**src/rtl/race_pkg.sv**
```systemverilog
// Shared encodings for the race game: screen codes seen by the player and renderer
// blocks, controller FSM states, and small constant helpers for sizing.
package race_pkg;

    localparam logic [1:0] SCREEN_MENU      = 2'b00;
    localparam logic [1:0] SCREEN_RACE      = 2'b01;
    localparam logic [1:0] SCREEN_WINNER    = 2'b10;
    localparam logic [1:0] SCREEN_COUNTDOWN = 2'b11;

    typedef enum logic [2:0] {
        ST_MENU,
        ST_COUNTDOWN,
        ST_RACE,
        ST_WINNER,
        ST_RESTART
    } state_t;

    function automatic int at_least1(input int v);
        return (v < 1) ? 1 : v;
    endfunction

    function automatic int max3(input int a, input int b, input int c);
        int m;
        m = (a > b) ? a : b;
        return (m > c) ? m : c;
    endfunction

    function automatic int winner_w(input int n);
        return (n <= 2) ? 1 : $clog2(n);
    endfunction

    function automatic logic [1:0] screen_of(input state_t s);
        case (s)
            ST_COUNTDOWN: return SCREEN_COUNTDOWN;
            ST_RACE:      return SCREEN_RACE;
            ST_WINNER:    return SCREEN_WINNER;
            default:      return SCREEN_MENU;
        endcase
    endfunction

endpackage

```
**src/rtl/race_controller_if.sv**
```systemverilog
// Bundle between the player lanes, the race controller and the LED renderer.
// master = controller side, slave = player/renderer side.
interface race_controller_if #(
    parameter int NUM_PLAYERS = 4,
    parameter int MAX_POS     = 16
) ();
    localparam int PW = $clog2(MAX_POS);
    localparam int WW = race_pkg::winner_w(NUM_PLAYERS);

    logic [NUM_PLAYERS-1:0]    ready_to_play;
    logic [NUM_PLAYERS*PW-1:0] pos_flat;
    logic [1:0]                current_screen;
    logic [1:0]                countdown;
    logic [WW-1:0]             winner;
    logic                      winner_valid;
    logic                      players_reset;

    modport master (
        input  ready_to_play, pos_flat,
        output current_screen, countdown, winner, winner_valid, players_reset
    );

    modport slave (
        output ready_to_play, pos_flat,
        input  current_screen, countdown, winner, winner_valid, players_reset
    );
endinterface

```
**src/rtl/race_controller_tick_timer.sv**
```systemverilog
// tick_timer: loadable down-counter; o_expire is high during the cycle the count is 1,
// so a load of N expires N cycles later. Stops at 0 until reloaded.
module tick_timer #(
    parameter int W = 8
) (
    input  logic         clk,
    input  logic         reset,
    input  logic         i_load,
    input  logic [W-1:0] i_val,
    output logic         o_expire
);
    logic [W-1:0] r_cnt;

    always_ff @(posedge clk) begin
        if (reset)               r_cnt <= '0;
        else if (i_load)         r_cnt <= i_val;
        else if (r_cnt != '0)    r_cnt <= r_cnt - 1'b1;
    end

    assign o_expire = (r_cnt == W'(1));
endmodule

```
**src/rtl/race_controller.sv**
```systemverilog
// race_controller: game-flow FSM (menu, countdown, race, winner, restart).
// Optional partial-start timeout enabled by defining RACE_PARTIAL_START_EN.
module race_controller
    import race_pkg::*;
#(
    parameter int NUM_PLAYERS = 4,
    parameter int MAX_POS     = 16,
    parameter int COUNT_TICKS = 50_000_000,
    parameter int WIN_HOLD    = 150_000_000,
    parameter int START_WAIT  = 250_000_000
) (
    input  logic              clk,
    input  logic              reset,
    race_controller_if.master bus
);
    localparam int PW = $clog2(MAX_POS);
    localparam int WW = winner_w(NUM_PLAYERS);
    localparam int TW = $clog2(max3(at_least1(COUNT_TICKS), at_least1(WIN_HOLD),
                                    at_least1(START_WAIT)) + 1);
    localparam logic [TW-1:0] CT_LD = TW'(at_least1(COUNT_TICKS));
    localparam logic [TW-1:0] WH_LD = TW'(at_least1(WIN_HOLD));

    state_t                 r_state, w_state_nxt;
    logic [1:0]             r_screen, r_countdown, w_cd_nxt;
    logic [WW-1:0]          r_winner, w_win_nxt, w_first;
    logic                   r_valid, r_preset;
    logic                   w_t_load, w_t_exp;
    logic [TW-1:0]          w_t_val;
    logic                   w_start, w_lost;
    logic [NUM_PLAYERS-1:0] w_race_mask, w_hit;

`ifdef RACE_PARTIAL_START_EN
    localparam logic [TW-1:0] SW_LD = TW'(at_least1(START_WAIT));
    logic [NUM_PLAYERS-1:0] r_ready_prev, r_frozen, w_rise;
    logic                   w_sw_load, w_sw_exp;

    assign w_rise    = bus.ready_to_play & ~r_ready_prev;
    assign w_sw_load = (r_state == ST_MENU) && (|w_rise);

    tick_timer #(.W(TW)) u_start_tmr (
        .clk(clk), .reset(reset), .i_load(w_sw_load), .i_val(SW_LD), .o_expire(w_sw_exp)
    );

    // Lanes present at countdown entry are the only ones allowed to race.
    always_ff @(posedge clk) begin
        if (reset) begin
            r_ready_prev <= '0;
            r_frozen     <= '0;
        end else begin
            r_ready_prev <= bus.ready_to_play;
            if (r_state == ST_MENU && w_state_nxt == ST_COUNTDOWN)
                r_frozen <= bus.ready_to_play;
        end
    end

    assign w_start     = (&bus.ready_to_play) ||
                         ((|bus.ready_to_play) && w_sw_exp && !(|w_rise));
    assign w_lost      = (bus.ready_to_play & r_frozen) != r_frozen;
    assign w_race_mask = bus.ready_to_play & r_frozen;
`else
    assign w_start     = &bus.ready_to_play;
    assign w_lost      = ~(&bus.ready_to_play);
    assign w_race_mask = bus.ready_to_play;
`endif

    always_comb begin
        w_hit   = '0;
        w_first = '0;
        for (int i = 0; i < NUM_PLAYERS; i++)
            w_hit[i] = w_race_mask[i] && (bus.pos_flat[i*PW +: PW] == PW'(MAX_POS - 1));
        // Scan downward so the lowest finishing index is the one left standing.
        for (int i = NUM_PLAYERS - 1; i >= 0; i--)
            if (w_hit[i]) w_first = WW'(i);
    end

    // Countdown steps and winner hold never overlap, so they share one timer.
    tick_timer #(.W(TW)) u_step_tmr (
        .clk(clk), .reset(reset), .i_load(w_t_load), .i_val(w_t_val), .o_expire(w_t_exp)
    );

    always_comb begin
        w_state_nxt = r_state;
        w_cd_nxt    = r_countdown;
        w_win_nxt   = r_winner;
        w_t_load    = 1'b0;
        w_t_val     = CT_LD;
        case (r_state)
            ST_MENU: if (w_start) begin
                w_state_nxt = ST_COUNTDOWN;
                w_cd_nxt    = 2'd3;
                w_t_load    = 1'b1;
            end
            ST_COUNTDOWN: begin
                if (w_lost) begin
                    w_state_nxt = ST_MENU;
                    w_cd_nxt    = 2'd0;
                end else if (w_t_exp) begin
                    if (r_countdown == 2'd1) begin
                        w_state_nxt = ST_RACE;
                        w_cd_nxt    = 2'd0;
                    end else begin
                        w_cd_nxt = r_countdown - 2'd1;
                        w_t_load = 1'b1;
                    end
                end
            end
            ST_RACE: if (|w_hit) begin
                w_state_nxt = ST_WINNER;
                w_win_nxt   = w_first;
                w_t_load    = 1'b1;
                w_t_val     = WH_LD;
            end
            ST_WINNER: if (w_t_exp) begin
                w_state_nxt = ST_RESTART;
                w_win_nxt   = '0;
            end
            default: begin
                w_state_nxt = ST_MENU;
                w_win_nxt   = '0;
            end
        endcase
    end

    always_ff @(posedge clk) begin
        if (reset) begin
            r_state     <= ST_MENU;
            r_screen    <= SCREEN_MENU;
            r_countdown <= 2'd0;
            r_winner    <= '0;
            r_valid     <= 1'b0;
            r_preset    <= 1'b1;
        end else begin
            r_state     <= w_state_nxt;
            r_screen    <= screen_of(w_state_nxt);
            r_countdown <= w_cd_nxt;
            r_winner    <= w_win_nxt;
            r_valid     <= (w_state_nxt == ST_WINNER);
            r_preset    <= (w_state_nxt == ST_RESTART);
        end
    end

    assign bus.current_screen = r_screen;
    assign bus.countdown      = r_countdown;
    assign bus.winner         = r_winner;
    assign bus.winner_valid   = r_valid;
    assign bus.players_reset  = r_preset;
endmodule

```
**src/flat_wrapper.sv**
```systemverilog
// flat-port wrapper written by rule: the top's interface ports become plain ports
module race_controller_flat import race_pkg::*;
#(
    parameter int NUM_PLAYERS = 4,
    parameter int MAX_POS     = 16,
    parameter int COUNT_TICKS = 50_000_000,
    parameter int WIN_HOLD    = 150_000_000,
    parameter int START_WAIT  = 250_000_000
)
  (clk, reset, bus_ready_to_play, bus_pos_flat, bus_current_screen, bus_countdown, bus_winner, bus_winner_valid, bus_players_reset);
  race_controller_if #(.NUM_PLAYERS(NUM_PLAYERS), .MAX_POS(MAX_POS)) bus_i ();
  input  logic clk;
  input  logic reset;
  input wire logic [$bits(bus_i.ready_to_play)-1:0] bus_ready_to_play;
  input wire logic [$bits(bus_i.pos_flat)-1:0] bus_pos_flat;
  output wire logic [$bits(bus_i.current_screen)-1:0] bus_current_screen;
  output wire logic [$bits(bus_i.countdown)-1:0] bus_countdown;
  output wire logic [$bits(bus_i.winner)-1:0] bus_winner;
  output wire logic [$bits(bus_i.winner_valid)-1:0] bus_winner_valid;
  output wire logic [$bits(bus_i.players_reset)-1:0] bus_players_reset;
  assign bus_i.ready_to_play = bus_ready_to_play;
  assign bus_i.pos_flat = bus_pos_flat;
  assign bus_current_screen = bus_i.current_screen;
  assign bus_countdown = bus_i.countdown;
  assign bus_winner = bus_i.winner;
  assign bus_winner_valid = bus_i.winner_valid;
  assign bus_players_reset = bus_i.players_reset;
  race_controller #(.NUM_PLAYERS(NUM_PLAYERS), .MAX_POS(MAX_POS), .COUNT_TICKS(COUNT_TICKS), .WIN_HOLD(WIN_HOLD), .START_WAIT(START_WAIT)) u_core (.clk(clk), .reset(reset), .bus(bus_i));
endmodule
```
**config.mk**
```make
export PLATFORM = sky130hd
export DESIGN_NAME = race_controller_flat
export DESIGN_NICKNAME = d
export VERILOG_FILES = /design/src/rtl/race_pkg.sv /design/src/rtl/race_controller_if.sv /design/src/rtl/race_controller_tick_timer.sv /design/src/rtl/race_controller.sv /design/src/flat_wrapper.sv
export SDC_FILE = /design/constraint.sdc
export NUM_CORES = 1
export LEC_CHECK = 0
export ABC_AREA = 0
export CAP_MARGIN = 20
export CORE_ASPECT_RATIO = 1.5
export CORE_MARGIN = 2
export CORE_UTILIZATION = 30
export DETAILED_ROUTE_END_ITERATION = 7
export HOLD_SLACK_MARGIN = 0.03
export PLACE_DENSITY = 0.58
export SETUP_SLACK_MARGIN = 0.2
export SLEW_MARGIN = 20
export SYNTH_ARGS = -nofsm -noshare
export SYNTH_HDL_FRONTEND = slang
export SYNTH_SLANG_ARGS = --single-unit
export TNS_END_PERCENT = 1
```
**constraint.sdc**
```tcl
create_clock -name clk -period 6.1 [get_ports clk]
set_clock_uncertainty 0.2 [all_clocks]
set_input_delay 1.22 -clock clk [delete_from_list [all_inputs] [get_ports clk]]
set_output_delay 1.22 -clock clk [all_outputs]
set_load 0.02 [all_outputs]
```
Yosys cells after proc, flatten, opt, wreduce, memory -nomap -nowiden

Cells that the tools add are included.

Register bits: 39
Output and inout bits: 8
Bits of input ports: 22
Logic and storage cells: 70

Mux-type cells: 30
$add $sub $neg: 2
Reduce and logical (&&, ||, !) cells: 13
Equality and inequality tests: 17
Bitwise logic cells: 1

Operators by type and width:

| kind                    | number |
|---|---|
| $mux W28                | 4 |
| $eq A28 B1 Y1 const B   | 1 |
| $reduce_bool A28 Y1     | 1 |
| $sub A28 B1 Y28 const B | 1 |
| $mux W2                 | 10 |
| $mux W3                 | 6 |
| $eq A4 B4 Y1 const B    | 4 |
| $eq A3 B2 Y1 const B    | 4 |
| $pmux W2 S3             | 2 |
| $pmux W3 S4             | 1 |
| $eq A3 B1 Y1 const B    | 2 |
| $reduce_and A3 Y1       | 2 |
| $mux W1                 | 5 |
| $logic_and A1 B1 Y1     | 4 |
| $ne A2 B1 Y1 const B    | 2 |
| $pmux W2 S2             | 1 |
| $reduce_and A4 Y1       | 1 |
| $reduce_bool A2 Y1      | 2 |
| $reduce_or A4 Y1        | 1 |
| $eq A3 B3 Y1 const B    | 1 |
| $logic_not A3 Y1        | 1 |
| $ne A3 B3 Y1 const B    | 1 |
| $pmux W1 S3             | 1 |
| $eq A2 B1 Y1 const B    | 1 |
| other kinds (4)         | 4 |

Logic depth before layout (Yosys ltp)

Word-level depth: 8
Mapped depth: 7
Mapped depth without buffers: 7

By module

A second synthesis with hierarchy kept.

Cell total of the unflattened synthesis: 289
Area total of the unflattened synthesis: 2,393.5 um^2

By module, submodules not included:

| module          | times used | cells an instance | area an instance (um^2) | seq. area each (um^2) |
|---|---|---|---|---|
| tick_timer      | 1          | 216               | 1,781.7                 | 560.5 |
| race_controller | 1          | 73                | 611.8                   | 220.2 |

Worst setup path before layout

No wires, ideal clock.

Path kind: input port to flip-flop
From: in bus_pos_flat[3]
To: reg u_core.u_step_tmr.r_cnt[12]
Arrival: 2,445 ps
Library setup time: 134 ps
Buffers on the path: 1
Cell stages on the path: 7
Data required time: 5,766 ps
Path slack: 3,321 ps
Cell sequence: and3_1 -> nand3_1 -> nand2_1 -> o31ai_1 -> and2_1 -> clkbuf_1 -> a21oi_1

Longest elaborated chain between the ends: 6
Elaborated cells between the ends (all ways): 7
Classes of those cells: eq/ne (1); mux (3); reduce/logical (3)

Ends and longest elaborated chain:

| element                                        | line                             | source |
|---|---|---|
| start: declaration                             | flat_wrapper.sv:15               | `input wire logic [$bits(bus_i.pos_flat)-1:0] bus_pos_flat;` |
| $eq A4 B4 Y1 (*)                               | race_controller.sv:70            | `w_hit[i] = w_race_mask[i] && (bus.pos_flat[i*PW +: PW] == PW'(MAX_POS - 1));` |
| $logic_and A1 B1 Y1 (*)                        | race_controller.sv:70            |  |
| $reduce_or A4 Y1 (*)                           | race_controller.sv:107           | `ST_RACE: if (\|w_hit) begin` |
| $mux W1 (*)                                    | race_controller.sv:107           |  |
| $pmux W1 S3 (*)                                | race_controller.sv:87            | `case (r_state)` |
| $mux W28 or $reduce_bool A2 Y1 (tied branches) | -                                |  |
| end signal: assignment                         | race_controller_tick_timer.sv:16 | `else if (i_load) r_cnt <= i_val;` |
| end signal: assignment                         | race_controller_tick_timer.sv:17 | `else if (r_cnt != '0) r_cnt <= r_cnt - 1'b1;` |
| end: declaration                               | race_controller_tick_timer.sv:12 | `logic [W-1:0] r_cnt;` |

Mark *: on every way between the ends. The rest lies on a longest branch, timed or not.
A chain may end at the register's enable or synchronous reset.

Final worst setup path

From: in bus_pos_flat[7]
To: reg u_core.u_step_tmr.r_cnt[10]

Same word-level chain as after synthesis.

==> results by group <==
Timing
  • WHS: 0.306 ns
  • Final Slew Violations: 0
  • Fmax: approximately 300 MHz
  • Setup_tns: 0 ns
  • Period utilization: 0.562
  • Slew HR: 0.473
  • Final hold viol count: 0
  • Worst setup margin: around 2.7 ns
  • Unrepaired setup endpoints after global routing: false
  • Worst Max-Slew Pin Slew: ~0.79 ns
  • Final number of setup-violating endpoints: 0
  • Tmin final: between 3 and 4 ns

Die
  • Starting Density: 0.310
  • Core box area: between 6000 and 7000 um^2
  • Die Y-Extent: approximately 100 um
  • Die W: 71.1 um
  • Ports: 30
  • Row count: 36
  • Die ar.: ~7400 um^2

Min path
  • Hold Crit Class: flip-flop to flip-flop

Power
  • Sw Ratio: 0.432
  • P_int: 0.000698 W
  • P_sw: 0.000532 W
  • P_leak: 0.933 nW
  • Pwr Total: 0.00123 W
  • Power per cell area: 493 nW/um^2
  • Sequential Power Share: 0.326
  • Gate power share: 0.497
  • Power share of the clock group: 0.177
  • VDD IR max: ~0.15 mV

Drt
  • DRC viols: 0
  • WL/cell: 14.2 um
  • DRT antenna net count: 0
  • DRT iter0 DRCs: 86
  • First drt pass iteration count: 4
  • Routed vias/inst: approximately 5.2
  • Routed WL: ~5 mm
  • Via count: about 1800

Place
  • Placer Congestion: 0.761
  • # port buffers: 29
  • Detailed Place HPWL: 3.73 mm
  • Pre-CTS setup slack: between 2 and 2.5 ns
  • DP Area: about 2400 um^2

GRT
  • Via count of the first global-routing pass: 1841
  • First-pass GRT wire length: around 8.6 mm
  • Overall fraction of global-route tracks in use: 0.145
  • Gr ovfl total: 0
  • Initial antenna violation count: 0
  • Largest net degree at the start of global routing: 21

Clocking
  • Hold buffers post-CTS: 0
  • # Post-CTS Setup Buffers: 0
  • Clk sinks: 39
  • Worst-Skew Late Latency: about 0.3 ns
  • Clock-pin slew on the worst setup and hold paths: around 0.080 ns
  • H-tree levels: 2
  • CTS max path bufs: 2
  • TritonCTS clock tree: yes
  • CTS Root Cell: clkbuf_8
  • Resized cells post-CTS: 0
  • Total CTS buffers: 5

Final layout
  • Layout cells sized above 1: 0.0725
  • Finished layout cell area: between 2000 and 2500 um^2
  • Nets: around 300
  • Antenna diodes: 0
  • Most frequent cells in the layout: dfxtp_1 (39), nor2_1 (36), clkdlybuf4s50_1 (29)
  • Area growth syn-to-layout: 23.0%
  • Leading cell type in the layout, fill and taps excluded: dfxtp_1

Synth
  • Ys flop type: dfxtp_1
  • EDFF count, synth: 0
  • Cells after Synth: approximately 250
  • Area share of the largest cell type after synthesis: 0.385
  • Mapped cell area: just over 2000 um^2
  • Register area share after synthesis: 0.385
  • Synth warnings: 0
  • Syn Nets: around 270
  • Synthesis-stage register bit count: 39
  • Area leader, netlist: dfxtp_1
  • Post-synthesis async set-or-reset flop share: 0
  • Area contributors post-synth: dfxtp_1 (39%), xor2_1 (7.8%), nor2_1 (6.7%)
  • Distinct cells, synth: 45
  • Average cell area after synthesis: slightly above 8 um^2

Flow run
  • Max cap viols: 0

Setup path
  • CP bufs+invs: 1
  • Crit path DAT: between 3 and 4 ns
  • Critical path class: primary input to flip-flop
  • Worst-path cell chain: clkdlybuf4s50_1 > and3_1 > nand3_1 > nand2_1 > o31ai_1 > nand3_1 > a311oi_1
  • Startpoint types: primary input
  • Most common cell on crit path: nand3_1
  • Required time of the critical path: approximately 6.1 ns
  • Top Family by Delay on Critical Path: simple AND/OR/NAND/NOR gates
  • Critical path capture point type: flip-flop
  • Crit Path Max Fanout: 14
  • CP peak stage delay: roughly 0.57 ns
  • Slowest-stage cell, CP: nand3_1

Outcome
  • Result of the run: finished clean
state kept, by name (all words and copies together), names as in the netlist:
| register | cells |
|---|---|
| u_core.bus.countdown | 2 |
| u_core.bus.current_screen | 2 |
| u_core.bus.players_reset | 1 |
| u_core.bus.winner_valid | 1 |
| u_core.u_step_tmr.r_cnt | 28 |
| u_core.bus.winner | 2 |
| u_core.r_state | 3 |
power groups by stage:
stage	sequential (W)	clock, W	combinational (W)
global placement	0.000403	0	0.000602
CTS	0.000400	0.000224	0.000611
floorplan	0.000390	0	0.000484
finish	0.000401	0.000218	0.000611
global route	0.000413	0.000236	0.000682
detailed placement	0.000405	0	0.000606
synthesized netlist by cell type, types with 3 or more instances:
| master | n |
|---|---|
| xor2_1 | 18 |
| o21ai_0 | 12 |
| inv_1 | 6 |
| clkbuf_1 | 6 |
| and3_1 | 4 |
| nand2b_1 | 3 |
| nor4_1 | 5 |
| dfxtp_1 | 39 |
| nand2_1 | 15 |
| xnor2_1 | 5 |
| and2_1 | 3 |
| nor2_1 | 36 |
| nand4_1 | 9 |
| nor3_1 | 10 |
| nand3_1 | 14 |
| a21oi_1 | 19 |
| o31ai_1 | 4 |
| ha_1 | 4 |
| a31oi_1 | 3 |
cell families after synthesis:
family,count (synthesis),share of synthesized area
and+or+nand+nor,117,0.312
AOI/OAI and AO/OA,48,0.141
DFF,39,0.385
xor gates and xnor gates,23,0.0994
buffers and inverters,15,0.0309
adders and majority gates,4,0.0247
muxes,1,0.00741
stage by stage:
| stage | utilization | std cells |
|---|---|---|
| after global placement | 0.364 | 344 |
| after global routing | 0.382 | 352 |
| after floorplan | - | 247 |
| after detailed placement | 0.364 | 344 |
| after CTS | 0.382 | 352 |
| final | 0.382 | 352 |
worst paths after layout:
path | depth (start not counted) | to | startpoint | slack, ns
setup reg to reg | 6 | u_core.u_step_tmr.r_cnt[21]$_SDFFE_PP0P_ | u_core.u_step_tmr.r_cnt[6]$_SDFFE_PP0P_ | 2.89
hold / removal | 2 | u_core.u_step_tmr.r_cnt[11]$_SDFFE_PP0P_ | u_core.u_step_tmr.r_cnt[11]$_SDFFE_PP0P_ | 0.31
setup / recovery | 7 | u_core.u_step_tmr.r_cnt[10]$_SDFFE_PP0P_ | bus_pos_flat[7] | 2.67
hold reg to reg | 2 | u_core.u_step_tmr.r_cnt[11]$_SDFFE_PP0P_ | u_core.u_step_tmr.r_cnt[11]$_SDFFE_PP0P_ | 0.31
per-layer routing:
| layer | track usage | share of wire |
|---|---|---|
| met3 | 0.0280 | 0.039 |
| met2 | 0.262 | 0.53 |
| met1 | 0.162 | 0.41 |
| met5 | 0 | 0 |
| met4 | 0.0580 | 0.019 |
worst reg2reg max path, cell delays in order (launching register included):
cell	delay [ns]
dfxtp_1	0.34
nor4_1	0.60
and3_1	0.58
nand4_1	0.72
nand4_1	0.39
xor2_1	0.17
a21oi_1	0.08
cell type report:
type	count	area, um^2
fillers	661	4040
multi-input cells	193	1180
flip-flops and latches	39	781
repair buffers	30	298
well taps	76	95.1
clock buffers	5	68.8
clock inverters	3	43.8
inverters	6	22.5
No activity file was read; power rests on OpenSTA's default activity.
==> RTL edit 1, RTL diff (config.mk and constraints unchanged) <==
Build with the macro `RACE_PARTIAL_START_EN` defined.
--- a/src/rtl/race_controller.sv
+++ b/src/rtl/race_controller.sv
@@ -2,2 +2,4 @@
 // Optional partial-start timeout enabled by defining RACE_PARTIAL_START_EN.
+`define RACE_PARTIAL_START_EN
+
 module race_controller
Behaviour: no difference found for any inputs over 10 cycles, from zero or initial values and one cycle with reset high; that may be too few to reach the edited logic, so the function may still have changed.
==> RTL edit 1 against the unedited design <==
Die area grew 84%; setup slack lost 210 ps; combinational power grew 36%; sequential cell count grew 36; power grew 72%; area after synthesis grew 89%; wire length grew 83%; non-clock buffer count grew 2; final cell count grew 80%; global-route usage shrank 0.16 points; design area grew 85%; clock power grew to 2.6 times the old value; synthesized cell count grew 80%; critical path type unchanged; highest routed layer unchanged.
==> RTL edit 1: results <==
run_status:
  status: "complete, no violations"
routing:
  drtIter0Drc: 191
  viasPerCell: 5.13
  routed-wl-met2_mm: 4.78
  met1_length_mm: 3.93
  wl_met3_um: 288
synthesis:
  synth_cell_types: 60
  syn_nets: 473
worst_setup_path:
  max_stage_delay_ps: 600
  slowest_stage: "clkdlybuf4s50_1"
  crit_arrival_ps: 3640
global_route:
  gr-usage-met2: 0.253
  grt_pass1_wl_mm: 15.3
  grt_use_met3: 0.0365
  use_met1: 0.161
  grt.total_usage: 0.143
  grt_pass1_vias: 3303
finish:
  fin_nets: 500
  fillers: 1274
  drive_gt1_frac: 0.0861
placed_design:
  routabilityCongestion: 0.902
  dp_hpwl_mm: 6.75
clocking:
  root_buffer: "clkbuf_16"
  htreeDepth: 3
  clk_latency_ps: 340
  cts_buffers: 9
power_and_ir_drop:
  peakVddDrop_mv: 0.344
  leakagePower_nw: 1.63
sta:
  relSlewSlack: 0.409
## RTL edit 1: final timing paths
path,startpoint,end,depth (start not counted)
setup / recovery,bus_ready_to_play[0],u_core.u_step_tmr.r_cnt[1],6
hold / removal,u_core.u_start_tmr.r_cnt[3],u_core.u_start_tmr.r_cnt[3],2
setup reg to reg,u_core.u_step_tmr.r_cnt[14],u_core.bus.current_screen[0],6
hold reg to reg,u_core.u_start_tmr.r_cnt[3],u_core.u_start_tmr.r_cnt[3],2
## RTL edit 1: logic make-up after synthesis
logic type      Yosys count  synth area share
xor+xnor                 44             0.101
compound gates           74             0.131
fa+ha+maj                 7            0.0229
mux                       7            0.0186
buf+inv                  25            0.0255
simple gates            212             0.309
flops                    75             0.393
## RTL edit 1: stage by stage
step	area, um^2	std cells	hold slack, ps	worst slack [ps]	power [mW]
detailed placement	4270	616	285	2010	1.54
floorplan	3820	444	255	3050	1.34
CTS	4600	632	301	2380	2.13
global route	4600	632	328	2190	2.26
finish	4600	632	303	2460	2.11
global placement	4270	616	281	2120	1.53
## RTL edit 1: final cells by class
type,instances,area [um^2],area share
inverter,9,33.8,0.00734
clock buffer,10,239,0.0519
multi-input combinational,344,2230,0.485
timing repair buffer,32,313,0.0680
tap,156,195,0.0424
sequential,75,1500,0.326
clock inverter,6,88.8,0.0193
## RTL edit 1: where the power goes
group / total (mW) / switching, mW / leakage [nW] / internal (mW)
clock network: 0.574 / 0.205 / 0.155 / 0.369
registers: 0.711 / 0.114 / 0.616 / 0.597
logic: 0.829 / 0.467 / 0.862 / 0.362
## RTL edit 1: worst max-delay path: cells and delay by family
family	cells	cell delay [ps]
buffers and inverters	1	600
AO/OA/AOI/OAI	3	1200
AND/OR/NAND/NOR	2	610
==> RTL edit 2, RTL diff (same flow settings) <==
Made on the original files. The 5 states of `state_t` get a one-hot encoding in 5 bits.
--- a/src/rtl/race_pkg.sv
+++ b/src/rtl/race_pkg.sv
@@ -9,8 +9,8 @@
 
-    typedef enum logic [2:0] {
-        ST_MENU,
-        ST_COUNTDOWN,
-        ST_RACE,
-        ST_WINNER,
-        ST_RESTART
+    typedef enum logic [4:0] {
+        ST_MENU      = 5'b00001,
+        ST_COUNTDOWN = 5'b00010,
+        ST_RACE      = 5'b00100,
+        ST_WINNER    = 5'b01000,
+        ST_RESTART   = 5'b10000
     } state_t;
Formal check against the unedited RTL: same outputs for any inputs over 10 cycles, from zero or initial values and one cycle with reset high; not proved beyond that.
==> RTL edit 2 against the unedited design <==
Wire length grew 1.1%; design area rose by 5.3%; die area grew 6.6%; global-route usage shrank 0.77 points; area after synthesis up 7.0%; power decreased by 2.9%; critical path type unchanged; setup slack better by 86 ps; sequential cell count rose by 2; highest routed layer unchanged.
==> RTL edit 2: results <==
placed_design:
  routabilityCongestion: 0.842
  io_buffers: 29
  dp_hpwl_mm: 3.92
  place_worst_setup_slack_ps: 2410
power_and_ir_drop:
  leakagePower_nw: 0.960
  peakVddDrop_mv: 0.129
worst_setup_path:
  crit_arrival_ps: 3350
global_route:
  grt_pass1_vias: 1898
  grt_max_degree: 20
  grt.total_usage: 0.137
  antenna_found_initial: 0
  grt_pass1_wl_mm: 8.43
synthesis:
  async_flop_share: 0
  synth-xor-area-share: 0.0969
  synth_cell_types: 51
  synth.area.top_cells: "dfxtp_1 38%, xnor2_1 6.1%, nor2_1 5.9%"
  synth_mux_area_frac: 0
  seq_area_frac_synth: 0.379
  syn_nets: 281
  yosys-top-cells-count: "41 x dfxtp_1, 34 x nor2_1, 16 x a21oi_1, 16 x nand2_1, 15 x xnor2_1"
  synth_compound_area_frac: 0.153
  ys.flop_type: "dfxtp_1"
  synthAdderAreaFrac: 0.0231
routing:
  drtIter0Drc: 55
  viasPerCell: 5.22
  routedWlPerCell_um: 13.9
  drt-pass1-iter-count: 4
clocking:
  postCtsSetupRepairBufs: 0
  cts-resized-gates: 0
  clk_latency_ps: 300
  htreeDepth: 2
  cts.reportedPaths.clkPinSlew_ps: 80
  root_buffer: "clkbuf_8"
  cts_buffers: 5
finish:
  fillers: 742
  drive_gt1_frac: 0.0702
  fin_nets: 310
  top_regs: "u_core.u_step_tmr.r_cnt: 28 flops, u_core.r_state: 5 flops"
sta:
  timing_worst_slew_pin_value_ps: 794
  slew_violations: 0
run_status:
  status: "complete, no violations"
worst_hold_path:
  holdPathStages: 1
  worst_hold_path_type: "flop to flop"
RTL edit 2: cell types whose count changed in the layout (fill, tap and decap cells not counted), sizes merged, moves of 3 or more:
cell	delta
a21oi	-3
nor4	+4
nand4	-6
nor2	-3
xor2	-9
nor3	+3
nor3b	+4
xnor2	+10
RTL edit 2: final cells by class:
type                       instances  share of cell area
multi-input combinational        199               0.489
sequential                        41               0.313
timing repair buffer              29               0.111
tap                               80              0.0381
clock buffer                       7              0.0367
inverter                           8              0.0114
clock inverter                     1             0.00191
RTL edit 2: critical path, stage by stage:
cell,delay (ps)
clkdlybuf4s50_1,430
nand4_1,270
nor3b_1,100
and2_1,200
a31oi_1,270
nand3_1,500
a211oi_1,360
RTL edit 2: layer usage:
layer,GRT usage,vias up,part of all wire
met3,0.0308,10,0.037
met5,0,-,0
li1,-,986,-
met4,0.0597,0,0.022
met1,0.137,877,0.40
met2,0.261,32,0.54
RTL edit 2: where the power goes:
part | total (mW) | internal, mW | leakage, nW | switching, mW
registers | 0.420 | 0.338 | 0.335 | 0.0827
clock network | 0.199 | 0.102 | 0.0542 | 0.0970
logic | 0.574 | 0.258 | 0.571 | 0.317
total | 1.19 | 0.698 | 0.960 | 0.497
RTL edit 2: path summary, 6_finish.rpt:
path,start,end,slack [ps]
worst min-delay path,u_core.bus.winner[0],u_core.bus.winner[0],290
worst max-delay path,bus_ready_to_play[2],u_core.u_step_tmr.r_cnt[1],2760
worst max register to register,u_core.u_step_tmr.r_cnt[18],u_core.u_step_tmr.r_cnt[24],3490
worst min register to register,u_core.bus.winner[0],u_core.bus.winner[0],290
RTL edit 2: stage by stage:
stage,cell area [um^2],instances
3_3_place_gp,2520,357
5_1_grt,2630,365
4_1_cts,2630,365
3_5_place_dp,2520,357
2_1_floorplan,2170,255
6_report,2630,365
